--- src/rtl/wb_bram_ctrl_if.sv ---
// Wishbone slave bus bundle for wb_bram_ctrl.
// Ports: wb_cyc_i/wb_stb_i/wb_we_i cycle, strobe and write enable; wb_adr_i byte address;
//        wb_dat_i/wb_sel_i write data and byte selects; wb_cti_i cycle type;
//        wb_dat_o/wb_ack_o/wb_err_o read data, acknowledge and error from the slave.
interface wb_bram_ctrl_if #(
   parameter int unsigned DATA_W = 32
) ();
   localparam int unsigned SEL_W = DATA_W / 8;

   logic              wb_cyc_i;
   logic              wb_stb_i;
   logic              wb_we_i;
   logic [31:0]       wb_adr_i;
   logic [DATA_W-1:0] wb_dat_i;
   logic [SEL_W-1:0]  wb_sel_i;
   logic [2:0]        wb_cti_i;
   logic [DATA_W-1:0] wb_dat_o;
   logic              wb_ack_o;
   logic              wb_err_o;

   modport master (
      output wb_cyc_i, wb_stb_i, wb_we_i, wb_adr_i, wb_dat_i, wb_sel_i, wb_cti_i,
      input  wb_dat_o, wb_ack_o, wb_err_o
   );

   modport slave (
      input  wb_cyc_i, wb_stb_i, wb_we_i, wb_adr_i, wb_dat_i, wb_sel_i, wb_cti_i,
      output wb_dat_o, wb_ack_o, wb_err_o
   );
endinterface

--- src/rtl/wb_bram_ctrl.sv ---
// Wishbone classic/incrementing-burst slave in front of a synchronous block RAM.
// Ports: wb_clk_i clock; wb_rst_i async active-low reset; wb Wishbone slave bundle;
//        ram_en/ram_we/ram_addr/ram_wdata RAM request (combinational in the request cycle);
//        ram_rdata RAM read data, valid RD_LAT cycles after ram_en.
module wb_bram_ctrl #(
   parameter int unsigned DATA_W    = 32,
   parameter int unsigned ADDR_W    = 12,
   parameter int unsigned RD_LAT    = 1,
   parameter logic [31:0] BASE_ADDR = 32'h0000_0000
) (
   input  logic                wb_clk_i,
   input  logic                wb_rst_i,
   wb_bram_ctrl_if.slave       wb,
   output logic                ram_en,
   output logic [DATA_W/8-1:0] ram_we,
   output logic [ADDR_W-1:0]   ram_addr,
   output logic [DATA_W-1:0]   ram_wdata,
   input  logic [DATA_W-1:0]   ram_rdata
);
   localparam int unsigned SEL_W  = DATA_W / 8;
   localparam int unsigned OFF_W  = $clog2(SEL_W);
   localparam int unsigned TAG_LO = OFF_W + ADDR_W;

   typedef enum logic [2:0] {
      S_IDLE, S_WACK, S_RWAIT, S_RACK, S_WBURST, S_RBURST, S_ERR
   } state_t;

   state_t              r_state;
   state_t              w_state_nxt;
   logic                r_ack;
   logic                r_err;
   logic [DATA_W-1:0]   r_dat;
   logic [ADDR_W-1:0]   r_addr;
   logic [RD_LAT-1:0]   r_pipe;

   logic                w_req;
   logic                w_hit;
   logic [ADDR_W-1:0]   w_waddr;
   logic                w_cti_inc;
   logic                w_cti_end;
   logic                w_rd_valid;
   logic                w_ack_nxt;
   logic                w_err_nxt;
   logic                w_issue;
   logic                w_flush;
   logic                w_capture;
   logic [ADDR_W-1:0]   w_addr_nxt;
   logic                w_unused;

   // Request decode
   assign w_req      = wb.wb_cyc_i & wb.wb_stb_i;
   assign w_hit      = w_req & (wb.wb_adr_i[31:TAG_LO] == BASE_ADDR[31:TAG_LO]);
   assign w_waddr    = wb.wb_adr_i[TAG_LO-1:OFF_W];
   assign w_cti_inc  = (wb.wb_cti_i == 3'b010);
   assign w_cti_end  = (wb.wb_cti_i == 3'b111);
   // Oldest issued read has its data on ram_rdata this cycle
   assign w_rd_valid = r_pipe[RD_LAT-1];
   assign w_unused   = ^wb.wb_adr_i[OFF_W-1:0];

   // State register
   always_ff @(posedge wb_clk_i or negedge wb_rst_i) begin
      if (!wb_rst_i) r_state <= S_IDLE;
      else           r_state <= w_state_nxt;
   end

   // Next-state logic
   always_comb begin
      w_state_nxt = r_state;
      case (r_state)
         S_IDLE: begin
            if (w_req) begin
               if (!w_hit)            w_state_nxt = S_ERR;
               else if (wb.wb_we_i)   w_state_nxt = w_cti_inc ? S_WBURST : S_WACK;
               else                   w_state_nxt = w_cti_inc ? S_RBURST : S_RWAIT;
            end
         end
         S_WACK, S_RACK, S_ERR: w_state_nxt = S_IDLE;
         S_RWAIT: begin
            if (!w_req)          w_state_nxt = S_IDLE;
            else if (w_rd_valid) w_state_nxt = S_RACK;
         end
         S_WBURST: if (!w_req || w_cti_end) w_state_nxt = S_IDLE;
         S_RBURST: if (!w_req || (r_ack && w_cti_end)) w_state_nxt = S_IDLE;
         default:  w_state_nxt = S_IDLE;
      endcase
   end

   // RAM strobes and next values of the registered bus outputs / read pipeline
   always_comb begin
      ram_en     = 1'b0;
      ram_we     = '0;
      ram_addr   = w_waddr;
      w_ack_nxt  = 1'b0;
      w_err_nxt  = 1'b0;
      w_issue    = 1'b0;
      w_flush    = 1'b0;
      w_capture  = 1'b0;
      w_addr_nxt = r_addr;
      case (r_state)
         S_IDLE: begin
            if (w_req) begin
               if (!w_hit) begin
                  w_err_nxt = 1'b1;
               end else if (wb.wb_we_i) begin
                  ram_en    = 1'b1;
                  ram_we    = wb.wb_sel_i;
                  w_ack_nxt = 1'b1;
               end else begin
                  ram_en     = 1'b1;
                  w_issue    = 1'b1;
                  w_addr_nxt = w_waddr + ADDR_W'(1);
               end
            end
         end
         S_RWAIT: begin
            if (!w_req) begin
               w_flush = 1'b1;
            end else if (w_rd_valid) begin
               w_ack_nxt = 1'b1;
               w_capture = 1'b1;
            end
         end
         S_WBURST: begin
            // Ack stays high while the burst continues; the bus address of each beat is used
            if (w_req && wb.wb_we_i) begin
               ram_en = 1'b1;
               ram_we = wb.wb_sel_i;
            end
            w_ack_nxt = w_req & ~w_cti_end;
         end
         S_RBURST: begin
            // Prefetch one word per cycle; anything still in flight at the end is dropped
            if (!w_req || (r_ack && w_cti_end)) begin
               w_flush = 1'b1;
            end else begin
               ram_en     = 1'b1;
               ram_addr   = r_addr;
               w_issue    = 1'b1;
               w_addr_nxt = r_addr + ADDR_W'(1);
               w_ack_nxt  = w_rd_valid;
               w_capture  = w_rd_valid;
            end
         end
         default: w_flush = 1'b1;
      endcase
      if (!wb_rst_i) begin
         ram_en = 1'b0;
         ram_we = '0;
      end
   end

   // Registered bus outputs, burst address and read-valid pipeline
   always_ff @(posedge wb_clk_i or negedge wb_rst_i) begin
      if (!wb_rst_i) begin
         r_ack  <= 1'b0;
         r_err  <= 1'b0;
         r_dat  <= '0;
         r_addr <= '0;
         r_pipe <= '0;
      end else begin
         r_ack  <= w_ack_nxt;
         r_err  <= w_err_nxt;
         r_addr <= w_addr_nxt;
         if (w_capture) r_dat <= ram_rdata;
         if (w_flush)   r_pipe <= '0;
         else           r_pipe <= RD_LAT'({r_pipe, w_issue});
      end
   end

   // Qualify with the live request so an abandoned transfer never shows a late ack/err
   assign wb.wb_ack_o = r_ack & w_req;
   assign wb.wb_err_o = r_err & w_req;
   assign wb.wb_dat_o = r_dat;
   assign ram_wdata   = wb.wb_dat_i;
endmodule

--- src/flat_wrapper.sv ---
// flat-port wrapper written by rule: the top's interface ports become plain ports
module wb_bram_ctrl_flat 
#(
   parameter int unsigned DATA_W    = 32,
   parameter int unsigned ADDR_W    = 12,
   parameter int unsigned RD_LAT    = 1,
   parameter logic [31:0] BASE_ADDR = 32'h0000_0000
)
  (wb_clk_i, wb_rst_i, ram_en, ram_we, ram_addr, ram_wdata, ram_rdata, wb_wb_cyc_i, wb_wb_stb_i, wb_wb_we_i, wb_wb_adr_i, wb_wb_dat_i, wb_wb_sel_i, wb_wb_cti_i, wb_wb_dat_o, wb_wb_ack_o, wb_wb_err_o);
  wb_bram_ctrl_if #(.DATA_W(DATA_W)) wb_i ();
  input  logic wb_clk_i;
  input  logic wb_rst_i;
  output logic ram_en;
  output logic [DATA_W/8-1:0] ram_we;
  output logic [ADDR_W-1:0] ram_addr;
  output logic [DATA_W-1:0] ram_wdata;
  input  logic [DATA_W-1:0] ram_rdata;
  input wire logic [$bits(wb_i.wb_cyc_i)-1:0] wb_wb_cyc_i;
  input wire logic [$bits(wb_i.wb_stb_i)-1:0] wb_wb_stb_i;
  input wire logic [$bits(wb_i.wb_we_i)-1:0] wb_wb_we_i;
  input wire logic [$bits(wb_i.wb_adr_i)-1:0] wb_wb_adr_i;
  input wire logic [$bits(wb_i.wb_dat_i)-1:0] wb_wb_dat_i;
  input wire logic [$bits(wb_i.wb_sel_i)-1:0] wb_wb_sel_i;
  input wire logic [$bits(wb_i.wb_cti_i)-1:0] wb_wb_cti_i;
  output wire logic [$bits(wb_i.wb_dat_o)-1:0] wb_wb_dat_o;
  output wire logic [$bits(wb_i.wb_ack_o)-1:0] wb_wb_ack_o;
  output wire logic [$bits(wb_i.wb_err_o)-1:0] wb_wb_err_o;
  assign wb_i.wb_cyc_i = wb_wb_cyc_i;
  assign wb_i.wb_stb_i = wb_wb_stb_i;
  assign wb_i.wb_we_i = wb_wb_we_i;
  assign wb_i.wb_adr_i = wb_wb_adr_i;
  assign wb_i.wb_dat_i = wb_wb_dat_i;
  assign wb_i.wb_sel_i = wb_wb_sel_i;
  assign wb_i.wb_cti_i = wb_wb_cti_i;
  assign wb_wb_dat_o = wb_i.wb_dat_o;
  assign wb_wb_ack_o = wb_i.wb_ack_o;
  assign wb_wb_err_o = wb_i.wb_err_o;
  wb_bram_ctrl #(.DATA_W(DATA_W), .ADDR_W(ADDR_W), .RD_LAT(RD_LAT), .BASE_ADDR(BASE_ADDR)) u_core (.wb_clk_i(wb_clk_i), .wb_rst_i(wb_rst_i), .wb(wb_i), .ram_en(ram_en), .ram_we(ram_we), .ram_addr(ram_addr), .ram_wdata(ram_wdata), .ram_rdata(ram_rdata));
endmodule
--- config.mk ---
export PLATFORM = sky130hd
export DESIGN_NAME = wb_bram_ctrl_flat
export DESIGN_NICKNAME = d
export VERILOG_FILES = /design/src/rtl/wb_bram_ctrl_if.sv /design/src/rtl/wb_bram_ctrl.sv /design/src/flat_wrapper.sv
export SDC_FILE = /design/constraint.sdc
export NUM_CORES = 1
export LEC_CHECK = 0
export BUFFER_PORTS_ARGS = -buffer_cell sky130_fd_sc_hd__buf_2
export CORE_UTILIZATION = 35
export CTS_BUF_LIST = sky130_fd_sc_hd__clkbuf_8
export CTS_CLUSTER_SIZE = 28
export DETAILED_ROUTE_END_ITERATION = 16
export PLACE_DENSITY = 0.68
export SLEW_MARGIN = 40
export SYNTH_ARGS = -nofsm -noshare
export SYNTH_HDL_FRONTEND = slang
export SYNTH_SLANG_ARGS = --single-unit
--- constraint.sdc ---
create_clock -name wb_clk_i -period 4.5 [get_ports wb_clk_i]
set_input_delay 0 -clock wb_clk_i [delete_from_list [all_inputs] [get_ports wb_clk_i]]
set_output_delay 0 -clock wb_clk_i [all_outputs]
set_load 0.01 [all_outputs]
After elaboration in Yosys (flattened, before gate mapping)
Index checks and enable logic that the tools add are counted.

Flip-flop bits (word level): 50. Input port bits: 108. Output and inout bits: 83. Logic and storage cells: 85.

Add/sub/neg operators: 2. Eq/ne operators: 12. Muxes and demuxes: 48. Bitwise gates (word level): 6. Reduce and logical (&&, ||, !) cells: 11.

Operator list (number): 12-bit 2-to-1 mux (6); 3-bit 2-to-1 mux (9); 12-bit by 1-bit adder with 12-bit output (second input constant) (2); 12-bit case mux with 2 select lines (1); 1-bit 2-to-1 mux (20); 4-bit 2-to-1 mux (5); 18-bit zero test (1); 3-bit case mux with 4 select lines (1); 3-bit == test (second input constant) (3); 2-bit by 1-bit inequality test with 1-bit output (second input constant) (4); 4-bit case mux with 2 select lines (1); 3-bit by 2-bit == test with 1-bit output (second input constant) (2); 1-bit case mux with 3 select lines (2); 1-bit bitwise AND (5); 5-bit AND reduction (1); 2-bit inequality test (second input constant) (2); 1-bit case mux with 2 select lines (2); 1-bit case mux with 4 select lines (1); 4-bit AND reduction (1); 3-bit zero test (1); 3-bit by 2-bit inequality test with 1-bit output (second input constant) (1); 1-bit logical AND (2); 1-bit logical OR (2); 2-bit nonzero test (1); 3 further kinds (3).

Longest topological paths before layout
Word-level depth: 6. Depth in mapped cells: 11.

Worst setup path before layout
OpenSTA, ideal clock, no wires.

Path type: reg-to-reg. Start: register u_core.r_state[1]. End: register u_core.r_addr[4]. Data arrival time: 2136 ps. Data required time: 4372 ps. Slack: 2236 ps. Cell stages (with the launch flop): 11. Clock period less this slack: 2264 ps. Path through: dfrtp_1 -> buf_2 -> and3b_1 -> buf_4 -> clkbuf_1 -> nand2_1 -> nand2_1 -> ha_1 -> o21ai_0 -> a2111oi_2 -> nor2_1.

Word-level cells in the longest chain between the ends: 3. Elaborated cells on any way between the ends: 9.

Ends and longest elaborated chain: from (decl) (line wb_bram_ctrl.sv:28) `state_t r_state;`; from (signal assigned) (line wb_bram_ctrl.sv:63) `else r_state <= w_state_nxt;`; 3-bit == test / 3-bit zero test (equally long branches) (line wb_bram_ctrl.sv:99) `case (r_state)`; 2-bit inequality test (no line), or another cell as far along; 5-bit AND reduction (no line); to (signal assigned) (line wb_bram_ctrl.sv:163) `r_addr <= w_addr_nxt;`; to (decl) (line wb_bram_ctrl.sv:33) `logic [ADDR_W-1:0] r_addr;`.

Parallel ways exist; a longest one is shown, timed or not. A chain may end at the register's enable or synchronous reset.

Worst setup path after layout
Start: register u_core.r_state[1]. End: output port ram_en.

Word-level cells in the longest chain between the ends: 3. Elaborated cells on any way between the ends: 5.

Ends and longest elaborated chain: 3-bit == test / 3-bit zero test (equally long branches) (line wb_bram_ctrl.sv:99); 1-bit case mux with 3 select lines (*) (line wb_bram_ctrl.sv:99); 1-bit 2-to-1 mux (*) (line wb_bram_ctrl.sv:146) `if (!wb_rst_i) begin`; to (decl) (line flat_wrapper.sv:13) `output logic ram_en;`.

Every way passes the cells marked *; elsewhere a longest branch is shown, timed or not.

==> metrics.txt <==
status finished clean; CP Data Required Time 4500 ps; worst setup margin 1870 ps; Bufs on Longest Clock Path 2; DIE WIDTH 95.8 µm; Area Overhead vs Synth 30.4%; hold path start wb_wb_dat_i[9]; yosys warns 0; vias in the first global route 2,944; adder-cell share of the synthesized area 0.0162; Syn Nets 452; DP Wirelength 5710 µm; Final Hold Vio Count 0; CTS H-tree lvls 2; Switching Share 0.236; GRT Total Usage 0.198; Synth Area in Simple Gates 0.218; final setup vio count 0; FILL cells 814; clock share of power 0.358; Netlist Area Pre-Place 0.00308 mm²; clock transition at the registers of the reported paths 90 ps; CTS tree yes; crit path kind flip-flop to output port; Distinct cells, synth 42; post_cts resized 0; slowest CP cell and3b_2; worst min-delay path class input port to output port; CTS buffer count 5; CTS Sinks 50; Max Fclk around 380 MHz; Most used DFF post-synth dfrtp_1; Compound-Gate Fraction of Synth Area 0.130; die height 95.8 µm; initial antenna violation count 0; EDFF count, synth 0; # Post-CTS Setup Buffers 0; Worst R2R End u_core.wb.wb_dat_o[17]; Seq/Total Area, Yosys 0.406; Clock Latency Late Sink 300 ps; sequential share of power 0.516; remaining routing DRC violations 0; first-pass GRT wire length approximately 14,000 µm; internal power consumption roughly 0.67 mW; Antenna diodes 0; DR vias just over 3,000; drt pass-1 iters 4; final net count 573; R2R cell count 5; max-slew violation count 0; largest net degree at the start of global routing 53; Crit. End Element output port; Max-slew headroom 0.512; mux contribution to synthesized area 0.123; unrepaired setup endpoints after global routing no; final core occ 0.479; Setup crit start kind flip-flop; power density over the cells between 200 and 250 mW/mm²; Setup Slack @ Placement 1890 ps; root buffer cell clkbuf_8; die area 0.00918 mm²; Detail Route Antenna Nets 0; main combinational cell family by area after synthesis simple AND/OR/NAND/NOR gates; cell area after layout 0.00402 mm²; layout cells sized above 1 0.388; vias per cell 5.34; io pins 191; Crit path largest cell delay 650 ps; worst path arrival time 2630 ps; Synth Area per Inst about 9 µm²; routed len/inst 15.0 µm; Worst Hold Depth 0; Worst Hold End ram_wdata[9]; core region area 0.00838 mm²; Comb pwr share 0.126; maximum vdd drop roughly 0.11 mV; crit path max fanout 30; port buffer count 124; 1st-iter DRT viols 264; Core Rows 33; max-cap check violation count 0; Clock Skew slightly below 6 ps; ys async rst share 1.00; Cell Chain, Critical Path and3b_2 > nand2_1 > nor2_1 > buf_4 > a21oi_1 > a2111oi_2 > buf_2; FF+latch count, synth 50; post-place instance area 0.00358 mm²; reg2reg start u_core.r_state[1]; Worst-Margin Slew 730 ps; Final Cycle Share 0.584; Total Neg Setup Slack 0 ps; xor/xnor share of the synthesized area 0; switching pwr 0.208 mW; total gr overflow 0; Lkg Pwr 2.05 nW; Post-Synthesis Cells 340; Tmin final approximately 2600 ps; Starting Density 0.368; GPL Wtd Cong 0.837; reg-to-reg slack, setup 1890 ps; final WL 8510 µm; Hold-fix buffers, CTS 33
final cells by class:
type | instances | area, µm² | share of cell area
clock buffer | 5 | 68.8 | 0.0171
inverter | 5 | 18.8 | 0.00467
timing repair buffer | 160 | 993 | 0.247
multi-input combinational | 239 | 1520 | 0.377
sequential | 50 | 1250 | 0.311
clock inverter | 2 | 38.8 | 0.00965
tap | 105 | 131 | 0.0327
through the flow:
stage | total power, mW | instances | hold slack [ps]
finish | 0.881 | 566 | 0.00390
global route | 0.925 | 566 | 0.0151
CTS | 0.893 | 566 | 0.0686
detailed placement | 0.551 | 526 | 0.0686
global placement | 0.549 | 525 | 0.0686
floorplan | 0.522 | 340 | -296
worst max-delay path: cells and delay by family, from the launching register on:
kind                   cells  cell delay [ps]
flip-flops                 1              490
AND/OR/NAND/NOR            3              990
buffers and inverters      2              450
AO/OA/AOI/OAI              2              390
power by group through the flow:
stage / sequential [mW] / clock (mW) / combinational, mW
6_report: 0.454 / 0.315 / 0.111
5_1_grt: 0.455 / 0.344 / 0.126
4_1_cts: 0.454 / 0.328 / 0.111
3_5_place_dp: 0.463 / 0 / 0.0880
3_3_place_gp: 0.463 / 0 / 0.0856
2_1_floorplan: 0.460 / 0 / 0.0619
Yosys cell counts (all sizes together), types with 6 or more instances:
master	count	area, µm²
nand2	61	229
mux2	32	360
dfrtp	50	1250
nor2	23	88.8
nand2b	6	37.5
nand3	9	45.0
nor3	13	65.1
a22oi	7	52.6
buf	40	289
clkbuf	6	22.5
a211oi	6	45.0
o22ai	6	37.5
a21oi	19	95.1
o21ai	13	65.1
cells in the final DEF, fill, tap and decap left out, types with 2 or more instances in the layout:
cell type      count
o21ai_0           13
mux2i_1            2
a211oi_1           6
a22oi_1            7
dfrtp_1           50
ha_1               4
a21oi_1           17
buf_2            124
and2_1             5
nand4_1            4
nor4_1             4
nand3_1            9
buf_4              2
clkbuf_8           5
mux2_2            32
inv_1              4
o22ai_1            6
dlygate4sd3_1     33
a31oi_1            3
nand2_1           61
and3_1             4
nor3_1            13
nor2_1            22
nand2b_1           6
a2111oi_2          3
sequential cells by signal, indices dropped and copies added (netlist names):
register	cells
u_core.r_state	3
u_core.r_addr	12
u_core.r_err	1
u_core.r_ack	1
u_core.wb.wb_dat_o	32
u_core.r_pipe	1
worst max path at each step:
stage / startpoint / endpoint / depth (start not counted)
floorplan: u_core.r_state[1] / u_core.r_addr[4] / 10
global placement: u_core.r_state[1] / u_core.r_addr[6] / 8
detailed placement: u_core.r_state[1] / u_core.wb.wb_dat_o[19] / 5
CTS: u_core.r_state[1] / ram_en / 7
global route: u_core.r_state[2] / ram_addr[1] / 5
finish: u_core.r_state[1] / ram_en / 7
cell families after synthesis:
| logic type | after synthesis |
|---|---|
| mux | 34 |
| buf+inv | 51 |
| compound gates | 62 |
| simple gates | 139 |
| flops | 50 |
| fa+ha+maj | 4 |
per-layer routing:
| layer | vias to the layer above | track usage | share of wire |
|---|---|---|---|
| li1 | 1401 | - | - |
| met1 | 1459 | 0.233 | 0.38 |
| met2 | 131 | 0.358 | 0.53 |
| met3 | 30 | 0.0292 | 0.059 |
| met4 | 0 | 0.0821 | 0.033 |
| met5 | - | 0 | 0 |
(Power assumes the default switching activity.)
